`src/rtl/midi_out_arbiter.sv`:
```
`default_nettype none
// ============================================================================
// Module   : midi_out_arbiter
// Purpose  : Shares one MIDI output among four synchronized MIDI inputs,
//            handing ownership over only at frame-idle boundaries.
// Option   : define MIDI_ARB_DROP_CNT_EN to add the drop_cnt output.
// Revision : 1.0 - initial release
// ============================================================================
module midi_out_arbiter #(
    parameter int         CLK_DIV    = 256,
    parameter int         IDLE_BITS  = 10,
    parameter int         BREAK_BITS = 10,
    parameter logic [3:0] MASK_RST   = 4'b1111
) (
    input  logic       clk,
    input  logic       nreset,
    input  logic [3:0] midi_in,
    input  logic [3:0] cfg_mask,
    input  logic       cfg_wr,
    output logic       midi_out,
    output logic [3:0] grant,
    output logic       busy,
    output logic       cfg_pending
`ifdef MIDI_ARB_DROP_CNT_EN
    ,
    output logic [7:0] drop_cnt
`endif
);

    localparam int c_idle_cyc  = CLK_DIV * IDLE_BITS;
    localparam int c_break_cyc = CLK_DIV * BREAK_BITS;
    localparam int c_q_w       = $clog2(c_idle_cyc) + 1;
    localparam int c_lc_w      = $clog2(c_break_cyc) + 1;

    localparam logic [c_q_w-1:0]  c_q_max  = c_q_w'(c_idle_cyc);
    localparam logic [c_lc_w-1:0] c_lc_brk = c_lc_w'(c_break_cyc);

    localparam logic [0:0] c_st_idle  = 1'b0;
    localparam logic [0:0] c_st_grant = 1'b1;

    logic [0:0]        r_state;
    logic [3:0]        r_prev_in;
    logic [3:0]        r_mask;
    logic [3:0]        r_shadow;
    logic [3:0]        r_grant;
    logic [1:0]        r_gidx;
    logic [1:0]        r_last;
    logic              r_midi_out;
    logic              r_busy;
    logic              r_pending;
    logic [c_lc_w-1:0] r_lc;

    logic [3:0]        w_armed;
    logic [3:0]        w_req;
    logic              w_any_req;
    logic [1:0]        w_pick;
    logic              w_found;
    logic              w_gin;
    logic [c_lc_w-1:0] w_lc_next;

    // Quiet counters: an input is armed once it has been high for a full idle period.
    genvar gi;
    generate
        for (gi = 0; gi < 4; gi++) begin : g_quiet
            logic [c_q_w-1:0] r_q;
            always_ff @(posedge clk) begin
                if (!nreset) begin
                    r_q <= '0;
                end else if (!midi_in[gi]) begin
                    r_q <= '0;
                end else if (r_q != c_q_max) begin
                    r_q <= r_q + c_q_w'(1);
                end
            end
            assign w_armed[gi] = (r_q == c_q_max);
        end
    endgenerate

    assign w_req     = r_mask & w_armed & r_prev_in & ~midi_in;
    assign w_any_req = |w_req;

    // Round-robin: scan starting just after the last owner, wrapping mod 4.
    always_comb begin
        w_pick  = r_last;
        w_found = 1'b0;
        for (int k = 1; k <= 4; k++) begin
            if (!w_found && w_req[r_last + 2'(k)]) begin
                w_pick  = r_last + 2'(k);
                w_found = 1'b1;
            end
        end
    end

    assign w_gin     = midi_in[r_gidx];
    assign w_lc_next = w_gin ? '0 : r_lc + c_lc_w'(1);

    always_ff @(posedge clk) begin
        if (!nreset) begin
            r_state    <= c_st_idle;
            r_prev_in  <= 4'hF;
            r_mask     <= MASK_RST;
            r_shadow   <= MASK_RST;
            r_grant    <= 4'b0000;
            r_gidx     <= 2'd0;
            r_last     <= 2'd3;
            r_midi_out <= 1'b1;
            r_busy     <= 1'b0;
            r_pending  <= 1'b0;
            r_lc       <= '0;
        end else begin
            r_prev_in <= midi_in;
            if (cfg_wr) begin
                r_shadow  <= cfg_mask;
                r_pending <= 1'b1;
            end
            case (r_state)
                c_st_idle: begin
                    r_midi_out <= 1'b1;
                    if (w_any_req) begin
                        r_state    <= c_st_grant;
                        r_grant    <= 4'b0001 << w_pick;
                        r_gidx     <= w_pick;
                        r_midi_out <= 1'b0;
                        r_busy     <= 1'b1;
                        r_lc       <= c_lc_w'(1);
                    end else if (r_pending) begin
                        // A write landing in the apply cycle stays pending for the next apply.
                        r_mask <= r_shadow;
                        if (!cfg_wr) begin
                            r_pending <= 1'b0;
                        end
                    end
                end
                c_st_grant: begin
                    r_midi_out <= w_gin;
                    r_lc       <= w_lc_next;
                    if (w_armed[r_gidx] || (w_lc_next == c_lc_brk)) begin
                        r_state    <= c_st_idle;
                        r_grant    <= 4'b0000;
                        r_last     <= r_gidx;
                        r_busy     <= 1'b0;
                        r_midi_out <= 1'b1;
                    end
                end
                default: begin
                    r_state <= c_st_idle;
                end
            endcase
        end
    end

    assign midi_out    = r_midi_out;
    assign grant       = r_grant;
    assign busy        = r_busy;
    assign cfg_pending = r_pending;

`ifdef MIDI_ARB_DROP_CNT_EN
    logic [7:0] r_drop_cnt;
    logic [2:0] w_req_cnt;
    logic [2:0] w_drops;
    logic [8:0] w_drop_sum;

    assign w_req_cnt = 3'(w_req[0]) + 3'(w_req[1]) + 3'(w_req[2]) + 3'(w_req[3]);
    // In IDLE the winner is not a drop; every request during GRANT is.
    assign w_drops    = (r_state == c_st_grant) ? w_req_cnt :
                        (w_any_req ? (w_req_cnt - 3'd1) : 3'd0);
    assign w_drop_sum = {1'b0, r_drop_cnt} + {6'd0, w_drops};

    always_ff @(posedge clk) begin
        if (!nreset) begin
            r_drop_cnt <= 8'd0;
        end else if (cfg_wr) begin
            r_drop_cnt <= 8'd0;
        end else if (w_drop_sum[8]) begin
            r_drop_cnt <= 8'hFF;
        end else begin
            r_drop_cnt <= w_drop_sum[7:0];
        end
    end

    assign drop_cnt = r_drop_cnt;
`endif

endmodule
`default_nettype wire

```
`config.mk`:
```
export PLATFORM = sky130hd
export DESIGN_NAME = midi_out_arbiter
export DESIGN_NICKNAME = d
export VERILOG_FILES = /design/src/rtl/midi_out_arbiter.sv
export SDC_FILE = /design/constraint.sdc
export NUM_CORES = 1
export LEC_CHECK = 0
export ABC_AREA = 1
export BUFFER_PORTS_ARGS = -buffer_cell sky130_fd_sc_hd__buf_4
export CAP_MARGIN = 20
export CORE_ASPECT_RATIO = 0.6
export CORE_MARGIN = 2
export CORE_UTILIZATION = 45
export DETAILED_ROUTE_END_ITERATION = 16
export GPL_TIMING_DRIVEN = 0
export PLACE_DENSITY_LB_ADDON = 0.1
export SYNTH_ARGS = -nofsm -noshare
export SYNTH_HDL_FRONTEND = slang
export SYNTH_SLANG_ARGS = --single-unit
```
`constraint.sdc`:
```
create_clock -name clk -period 4.7 [get_ports clk]
set_input_delay 0.235 -clock clk [delete_from_list [all_inputs] [get_ports clk]]
set_output_delay 0.235 -clock clk [all_outputs]
set_load 0.01 [all_outputs]
```
==> results.ini, run 1 <==
[floorplan]
die_w_um=133
ios=18
rows=28
fp.dieH_um=81.4
dieArea_sq_um=10800
start_util_pct=46.0
core_sq_um=9770

[critical_path]
cp-startpoint=g_quiet[1].r_q[0]
crit_type=reg -> reg
crit_top_cell=nand2_1
start_kind=flip-flop
slowest_stage=dfxtp_1
endpoint_kind=flip-flop
cpPeakStageDelay_ns=0.39
arrival_ns=2.41
crit_family=simple AND/OR/NAND/NOR gates
critPathMaxFanout=8
worst_ep_required_time_ns=4.91
reg2reg_depth=12
worstPathCellList=inv_1, ha_1, nand2_1, nor3_1, nand3_1, nand2_1, nor2_1, nand2_1, nor2_1, inv_1, nand2_1, nand3_1
r2r-start=g_quiet[1].r_q[0]
cp.buffers_inverters=2
cp_num_cells=12

[sta]
setup_viol=0
hold_viol_final=0
final.setup.tns_ns=0
relSlewSlack_pct=63.8
fmax_mhz=454
finalMaxSlewViolations=0
worst_pin_slew_ns=0.542
min_period_ns=2.20
grt_setup_unrepaired=false
fin_skew_ns=0.00598
post-route-period-util_pct=46.8

[cells_and_area]
finalNetCount=700
diodes=0
area_delta_synth_final_pct=13.0
drive_gt1_share_pct=10.8
post-route-util_pct=52.0

[power_and_ir_drop]
ir_drop_mv=0.188
seqPwrFrac_pct=50.3
p_int_uw=1190
p_leak_uw=0.00201
powerDensity_nw_per_um2=302
switchingPower_uw=340
p_sw_share_pct=22.1
pwr-share-clk_pct=45.9
comb_power_share_pct=3.8

[logic_synthesis]
synth_area_per_cell_sq_um=6.90
synth_top_area_share_pct=39.6
synth.ff_latch_count=89
synthesis.instances=652
yosysTopAreaCell=dfxtp_1
yosys_warnings=0
synthTopCellsByCount=nand2_1, inv_1, dfxtp_1
ys_async_sr_fraction_pct=0
synth_edf_count=0
syn-cell-area_sq_um=4500
synth_cell_types=40
ys_seq_area_share_pct=39.6
dominantRegCellSynth=dfxtp_1
synth_most_common_cell=nand2_1
syn_nets=672
synth_area_leaders=dfxtp_1, nand2_1, inv_1, nand3_1, a21oi_1

[detailed_routing]
vias=4123
drc=0
drt-total-wl_um=9870
avgRoutedWirePerCell_um=12.0
vias_per_cell=5.03
drt_iter0_markers=230
drtAntennaViolNets=0
first_pass_iters=5

[clock_tree]
cts_root_buffer=clkbuf_16
cts.sinks=89
cts.htree.levels=3
cts_buffers=9
cts_tree=yes
cts_buffer_depth=2
path_clk_slew_ns=0.06
clk_latency_ns=0.34
cts_resized=0
ctsHoldBuffers=0
postCtsSetupBuffers=0

[placement]
hpwl_um=7530
globalplace.congestion=0.861
port_buffers=17

[global_routing]
grt_antenna_before_repair=0
grt_usage_pct=19.8
overflow=0
grt_max_degree=15
grt_first_pass_wirelength_um=17200
grt_pass1_vias=3758

[run]
maxCapViolations=0

[run_status]
outcome=complete, no violations

[min_path]
hp-start=cfg_mask[0]
hold_path.class=in -> reg
hold_depth=3

[sequential cells by signal (all words and copies together), names as in the netlist]
register     count
r_shadow         4
g_quiet.r_q     52
busy             1
r_mask           4
r_gidx           2
r_prev_in        4
midi_out         1
r_lc            13
grant            4
r_last           2
cfg_pending      1
r_state          1
[per-layer routing]
metal | part of all wire (%) | global-route usage (%)
met1 | 55 | 28.2
met2 | 40 | 29.8
met3 | 4.6 | 5.56
met4 | 1.1 | 4.19
met5 | 0 | 0
[power groups by stage]
stage | clock (uW) | combinational [uW] | sequential [uW]
floorplan | 0 | 36.3 | 787
global placement | 0 | 57.6 | 788
detailed placement | 0 | 58.5 | 788
CTS | 724 | 58.8 | 771
global route | 755 | 68.0 | 772
finish | 704 | 58.6 | 771
[final cells by class]
type / count / area [sq um]
clock buffer: 10 / 229
inverter: 98 / 368
tap: 135 / 169
sequential: 89 / 1780
buffer: 10 / 46.3
clock inverter: 6 / 58.8
multi-input combinational: 455 / 2300
timing repair buffer: 17 / 128
fill: 951 / 4690
[through the flow]
| stage | hold WS (ns) | setup WS (ns) | power [uW] | std cells | area [sq um] |
|---|---|---|---|---|---|
| floorplan | 0.328 | 2.92 | 823 | 652 | 4500 |
| global placement | 0.441 | 2.54 | 845 | 804 | 4790 |
| detailed placement | 0.446 | 2.49 | 847 | 804 | 4790 |
| CTS | 0.0962 | 2.48 | 1550 | 820 | 5080 |
| global route | 0.107 | 2.18 | 1600 | 820 | 5080 |
| finish | 0.101 | 2.50 | 1530 | 820 | 5080 |
[cells in the final DEF (no fill, tap or decap), types with 3 or more instances in the layout]
cell type / count
a211oi_1: 3
a21oi_1: 51
a31oi_1: 3
buf_2: 4
buf_4: 18
clkbuf_1: 5
clkbuf_16: 9
clkinv_2: 4
dfxtp_1: 89
ha_1: 9
inv_1: 91
inv_2: 6
nand2_1: 136
nand2_2: 10
nand3_1: 54
nand4_1: 10
nor2_1: 66
nor2_2: 5
nor2_4: 3
nor3_1: 24
nor3_2: 3
nor4_1: 6
o211ai_1: 5
o21ai_0: 32
o21ai_1: 3
o22ai_1: 5
or2_2: 4
xor2_1: 5
[worst register-to-register path, cell delays in order, from the launching register on]
cell and delay [ns]:
dfxtp_1 0.39, inv_1 0.06, ha_1 0.21, nand2_1 0.07, nor3_1 0.04, nand3_1 0.13
nand2_1 0.06, nor2_1 0.21, nand2_1 0.28, nor2_1 0.33, inv_1 0.14, nand2_1 0.08
nand3_1 0.06
[cells by family after synthesis]
logic type	synth area share [%]
and+or+nand+nor	34.4
adders and majority gates	2.50
buffers and inverters	9.21
DFF	39.6
AOI/OAI and AO/OA	12.9
xor gates and xnor gates	1.36
[worst paths after layout]
check	endpoint	slack, ns
worst max-delay path	r_mask[0]	2.50
worst min-delay path	r_shadow[0]	0.10
worst max register to register	r_mask[0]	2.50
worst min register to register	r_mask[3]	0.46
No activity file was read; power rests on OpenSTA's default activity.
==> inputs of run 2 (changes only) <==
--- a/config.mk
+++ b/config.mk
@@ -5,7 +5,7 @@
 export SDC_FILE = /design/constraint.sdc
 export NUM_CORES = 1
 export LEC_CHECK = 0
-export ABC_AREA = 1
+export ABC_AREA = 0
 export BUFFER_PORTS_ARGS = -buffer_cell sky130_fd_sc_hd__buf_4
 export CAP_MARGIN = 20
 export CORE_ASPECT_RATIO = 0.6
==> constraint.sdc (replaced) <==
create_clock -name clk -period 2.3 [get_ports clk]
set_input_delay 0.115 -clock clk [delete_from_list [all_inputs] [get_ports clk]]
set_output_delay 0.115 -clock clk [all_outputs]
set_load 0.01 [all_outputs]
==> run 2 against run 1 <==
  * Critical path depth shrank 3
  * Highest routed layer unchanged
  * Global-route usage is essentially flat
  * Cell area grew 0.52%
  * Sequential share of layout area grew 0.089 points
  * Synthesized area shrank 5.1%
  * Sequential power grew 100%
  * Setup slack lost 2.4 ns
==> results.ini, run 2 <==
[logic_synthesis]
dominantRegCellSynth=dfxtp_1
syn-cell-area_sq_um=4270
yosysTopAreaCell=dfxtp_1
synthTopCellsByCount=dfxtp_1, nor2_1, nand2_1
synth_edf_count=0
synth_area_leaders=dfxtp_1, nor2_1, xor2_1, nand2_1, xnor2_1
synth_most_common_cell=dfxtp_1
syn_nets=514
synth_area_per_cell_sq_um=8.64
ys_seq_area_share_pct=41.7
synth_cell_types=60
ys_async_sr_fraction_pct=0
synthesis.instances=494
synth_top_area_share_pct=41.7
yosys_warnings=0
synth.ff_latch_count=89

[floorplan]
start_util_pct=46.4
rows=27
die_w_um=130
ios=18
fp.dieH_um=79.4
dieArea_sq_um=10300
core_sq_um=9190

[cells_and_area]
top_register=g_quiet.r_q
mostFrequentLayoutCell=dfxtp_1
largest_reg_flops=52
area_delta_synth_final_pct=19.7
post-route-util_pct=55.6
finalNetCount=554
drive_gt1_share_pct=16.1
top_regs=g_quiet.r_q: 52 flops, r_lc: 13 flops
final_cell_mix=dfxtp_1, nor2_1, nand2_1
diodes=0

[sta]
post-route-period-util_pct=96.7
worst_pin_slew_ns=0.556
setup_viol=0
hold_viol_final=0
fin_skew_ns=0.00760
min_period_ns=2.22
relSlewSlack_pct=62.9
hold_ws_ns=0.00671
finalMaxSlewViolations=0
fmax_mhz=450

[critical_path]
arrival_ns=2.42
critPathMaxFanout=9
worst_ep_required_time_ns=2.50
slowest_stage=dlygate4sd3_1
cpPeakStageDelay_ns=0.54
crit_type=in -> reg
worstPathCellList=dlygate4sd3_1, buf_4, mux4_2, nand2b_4, buf_6, nor4b_4, nand4_1, a21oi_1, o21ai_1
start_kind=primary input
crit_family=buffers and inverters
endpoint_kind=flip-flop
cp.buffers_inverters=3

[power_and_ir_drop]
powerDensity_nw_per_um2=609
p_leak_uw=0.00188
ir_drop_mv=0.336
p_total_uw=3110

[detailed_routing]
drc=0
drt-total-wl_um=9560
avgRoutedWirePerCell_um=14.3
drtAntennaViolNets=0
vias=3550
first_pass_iters=4
drt_iter0_markers=200
vias_per_cell=5.31

[clock_tree]
cts_buffer_depth=2
cts.sinks=89
cts_root_buffer=clkbuf_16
cts.htree.levels=3
cts_buffers=9
path_clk_slew_ns=0.06
cts_tree=yes
clk_latency_ns=0.34

[global_routing]
grt_usage_pct=19.8
grt_max_degree=14
overflow=0
grt_first_pass_wirelength_um=16100
grt_antenna_before_repair=0
grt_pass1_vias=3298

[placement]
globalplace.congestion=0.806
hpwl_um=6850
port_buffers=15

[run]
maxCapViolations=0

[run_status]
outcome=complete, no violations

[min_path]
hold_path.class=in -> reg

## run 2: changes by cell type in the layout (fill, tap and decap cells not counted), sizes merged, moves of 14 or more
cell	before	now
nand3	56	25
inv	97	13
and3	2	18
xor2	5	24
nand2	148	49
a21oi	51	23
nor3	28	6
o21ai	35	20
clkbuf	14	28
## run 2: cells by family (layout without fill, tap and decap cells)
family	count (synthesis)	in the layout	share of synthesized area, %
multiplexers	14	14	3.64
buffers and inverters	33	78	3.49
AO/OA/AOI/OAI	74	74	10.7
XOR/XNOR	39	39	8.00
flip-flops	89	89	41.7
AND/OR/NAND/NOR	236	236	29.8
adder cells (fa/ha/maj)	9	9	2.64
## run 2: where the power goes
group | leakage [uW] | internal, uW | switching [uW]
clock network | 0.000142 | 852 | 580
registers | 0.000724 | 1560 | 12.6
logic | 0.00101 | 52.0 | 60.4
total | 0.00188 | 2460 | 653
## run 2: routing by layer
layer	track usage, %	part of all wire [%]
met4	4.84	1.1
met5	0	0
met2	28.6	41
met3	5.43	5.3
met1	29.1	52
## run 2: repair_timing
| item | in CTS | in global routing |
|---|---|---|
| hold endpoints to repair | 3 | 0 |
| pin swaps | 5 | 15 |
| setup buffers | 5 | 8 |
| endpoints found under the setup margin | 22 | 26 |
| gates resized for setup | 16 | 18 |
| hold buffers | 3 | 0 |
## run 2: final timing paths
kind                            cells after the start        from  slack (ns)      endpoint
worst max-delay path                                9  midi_in[2]        0.08     r_last[1]
worst min-delay path                                2  midi_in[3]       0.007  r_prev_in[3]
worst max register to register                      7   r_gidx[1]        0.10     r_last[1]
worst min register to register                      2   r_mask[1]        0.47     r_mask[1]
## run 2: through the flow
| step | setup TNS, ns | instance area, sq um | setup WS (ns) | instances |
|---|---|---|---|---|
| 3_3_place_gp | -0.388 | 4540 | -0.146 | 639 |
| 2_1_floorplan | 0 | 4270 | 0.155 | 494 |
| 4_1_cts | 0 | 4970 | 0.000696 | 663 |
| 3_5_place_dp | -0.866 | 4540 | -0.200 | 639 |
| 5_1_grt | -0.0777 | 5110 | -0.0354 | 669 |
| 6_report | 0 | 5110 | 0.0760 | 669 |
## run 2: area by class of cell
cell class	instances	area [sq um]
clock inverter	1	7.51
inverter	13	48.8
fill	858	4080
tap	130	163
multi-input combinational	372	2470
timing repair buffer	31	240
clock buffer	15	288
buffer	18	97.6
sequential	89	1800
==> inputs of run 3 (changes only) <==
--- a/config.mk
+++ b/config.mk
@@ -13,7 +13,7 @@
 export CORE_UTILIZATION = 45
 export DETAILED_ROUTE_END_ITERATION = 16
 export GPL_TIMING_DRIVEN = 0
-export PLACE_DENSITY_LB_ADDON = 0.1
+export PLACE_DENSITY_LB_ADDON = 0.05
 export SYNTH_ARGS = -nofsm -noshare
 export SYNTH_HDL_FRONTEND = slang
 export SYNTH_SLANG_ARGS = --single-unit
==> run 3 against run 2 <==
  * Largest power group unchanged
  * Sequential cell count stayed put
  * Die area stayed put
  * Sequential power about the same
  * Maximum frequency increased by 0.42%
  * Non-clock buffer count shrank 5
  * First-iteration DRC count down 2.5%
  * Routed wire length shrank 1.5%
  * Global-route usage is 0.63 points lower
  * Cell area decreased by 1.0%
  * Hold slack better by 0.0040 ns
  * Sequential share of layout area grew 0.37 points
==> results.ini, run 3 (synthesis gave the netlist of run 2 again) <==
[placement]
hpwl_um=6800
place_area_sq_um=4540
globalplace.congestion=0.830
post-place-ws_ns=-0.178
port_buffers=15

[detailed_routing]
vias_per_cell=5.26
drtAntennaViolNets=0
drc=0
drt-total-wl_um=9410
first_pass_iters=5
avgRoutedWirePerCell_um=14.2
vias=3490
drt_iter0_markers=195

[floorplan]
die_w_um=130
start_util_pct=46.4
fp.dieH_um=79.4
rows=27
core_sq_um=9190
ios=18
dieArea_sq_um=10300

[cells_and_area]
fillerInstances=891
finalNetCount=549
final_cell_mix=dfxtp_1, nor2_1, nand2_1
multi_input_area_sq_um=2450
mostFrequentLayoutCell=dfxtp_1
top_regs=g_quiet.r_q: 52 flops, r_lc: 13 flops
diodes=0
drive_gt1_share_pct=15.9
largest_reg_flops=52
final_area_sq_um=5050
regArea_sq_um=1800
top_register=g_quiet.r_q
area_delta_synth_final_pct=18.4

[sta]
hold_viol_final=0
fmax_mhz=452
grt_setup_unrepaired=true
fin_skew_ns=0.00555
relSlewSlack_pct=63.1
setup_viol=0
min_period_ns=2.21
post-route-period-util_pct=96.3
finalMaxSlewViolations=0
worst_pin_slew_ns=0.553
fin_ws_ns=0.0852

[clock_tree]
cts_buffers=9
path_clk_slew_ns=0.06
cts.htree.levels=3
cts_tree=yes
cts.sinks=89
clk_latency_ns=0.33
cts_buffer_depth=2
cts_root_buffer=clkbuf_16

[run_status]
outcome=complete, no violations

[power_and_ir_drop]
ir_drop_mv=0.412
powerDensity_nw_per_um2=613
p_leak_uw=0.00187

[global_routing]
grt_usage_pct=19.2
grt_max_degree=15
grt_first_pass_wirelength_um=15500
grt_antenna_before_repair=0
overflow=0
grt_pass1_vias=3188

[critical_path]
r2r-start=g_quiet[1].r_q[1]
arrival_ns=2.47
cp-startpoint=g_quiet[1].r_q[1]
critPathMaxFanout=6
worst_ep_required_time_ns=2.56
crit_type=reg -> reg
endpoint_kind=flip-flop
start_kind=flip-flop

[min_path]
hp-start=midi_in[3]
hold_path.class=in -> reg

[run]
maxCapViolations=0

run 3: path summary, 6_finish.rpt:
| check | endpoint | cells after the start | slack [ns] |
|---|---|---|---|
| max | grant[0] | 9 | 0.09 |
| min | r_prev_in[3] | 2 | 0.01 |
| max reg2reg | grant[0] | 9 | 0.09 |
| min reg2reg | r_mask[1] | 2 | 0.47 |
run 3: critical path, cell delays in order, from the launching register on:
cell      delay, ns
dfxtp_1        0.33
inv_1          0.07
ha_1           0.13
nor4bb_1       0.34
nand4_1        0.29
nand4_1        0.19
buf_4          0.17
nand2b_4       0.08
or3_1          0.36
o22ai_1        0.15
run 3: repair_timing:
item                                    CTS  global route
cloned                                    0             0
setup buffers                             3             7
gates resized for setup                   8            31
endpoints found under the hold margin     3             0
pin swaps                                 5            10
hold buffers                              3             0
endpoints found under the setup margin   19            28
run 3: per-stage QoR:
step / TNS [ns] / hold WS [ns] / utilization [%] / std cells / total power (uW)
5_1_grt: -0.00938 / 0.0103 / 55.0 / 664 / 3210
6_report: 0 / 0.0107 / 55.0 / 664 / 3100
4_1_cts: -0.0786 / 0.00285 / 53.4 / 661 / 3130
2_1_floorplan: 0 / 0.216 / - / 494 / 1670
3_3_place_gp: -0.952 / 0.340 / 49.4 / 639 / 1710
3_5_place_dp: -0.841 / 0.343 / 49.4 / 639 / 1710
run 3: power breakdown:
group	leakage, uW	internal, uW	switching, uW	total (uW)
combinational	0.00101	51.1	62.1	113
clock	0.000146	836	583	1420
sequential	0.000724	1560	11.8	1570
total	0.00187	2440	656	3100
run 3: layer usage:
| metal | global-route usage, % | up-vias | wire length, um | part of all wire (%) |
|---|---|---|---|---|
| met3 | 3.89 | 7 | 404 | 4.3 |
| li1 | - | 1815 | - | - |
| met1 | 28.5 | 1618 | 5000 | 53 |
| met4 | 6.34 | 0 | 61 | 0.65 |
| met5 | 0 | - | 0 | 0 |
| met2 | 27.6 | 50 | 3950 | 42 |
run 3: final cells by class:
cell class,instances,area share (%)
multi-input cells,372,48.5
inverters,13,0.965
clock buffers,10,4.53
well taps,130,3.22
plain buffers,17,1.76
clock inverters,6,1.16
flip-flops and latches,89,35.5
repair buffers,27,4.36
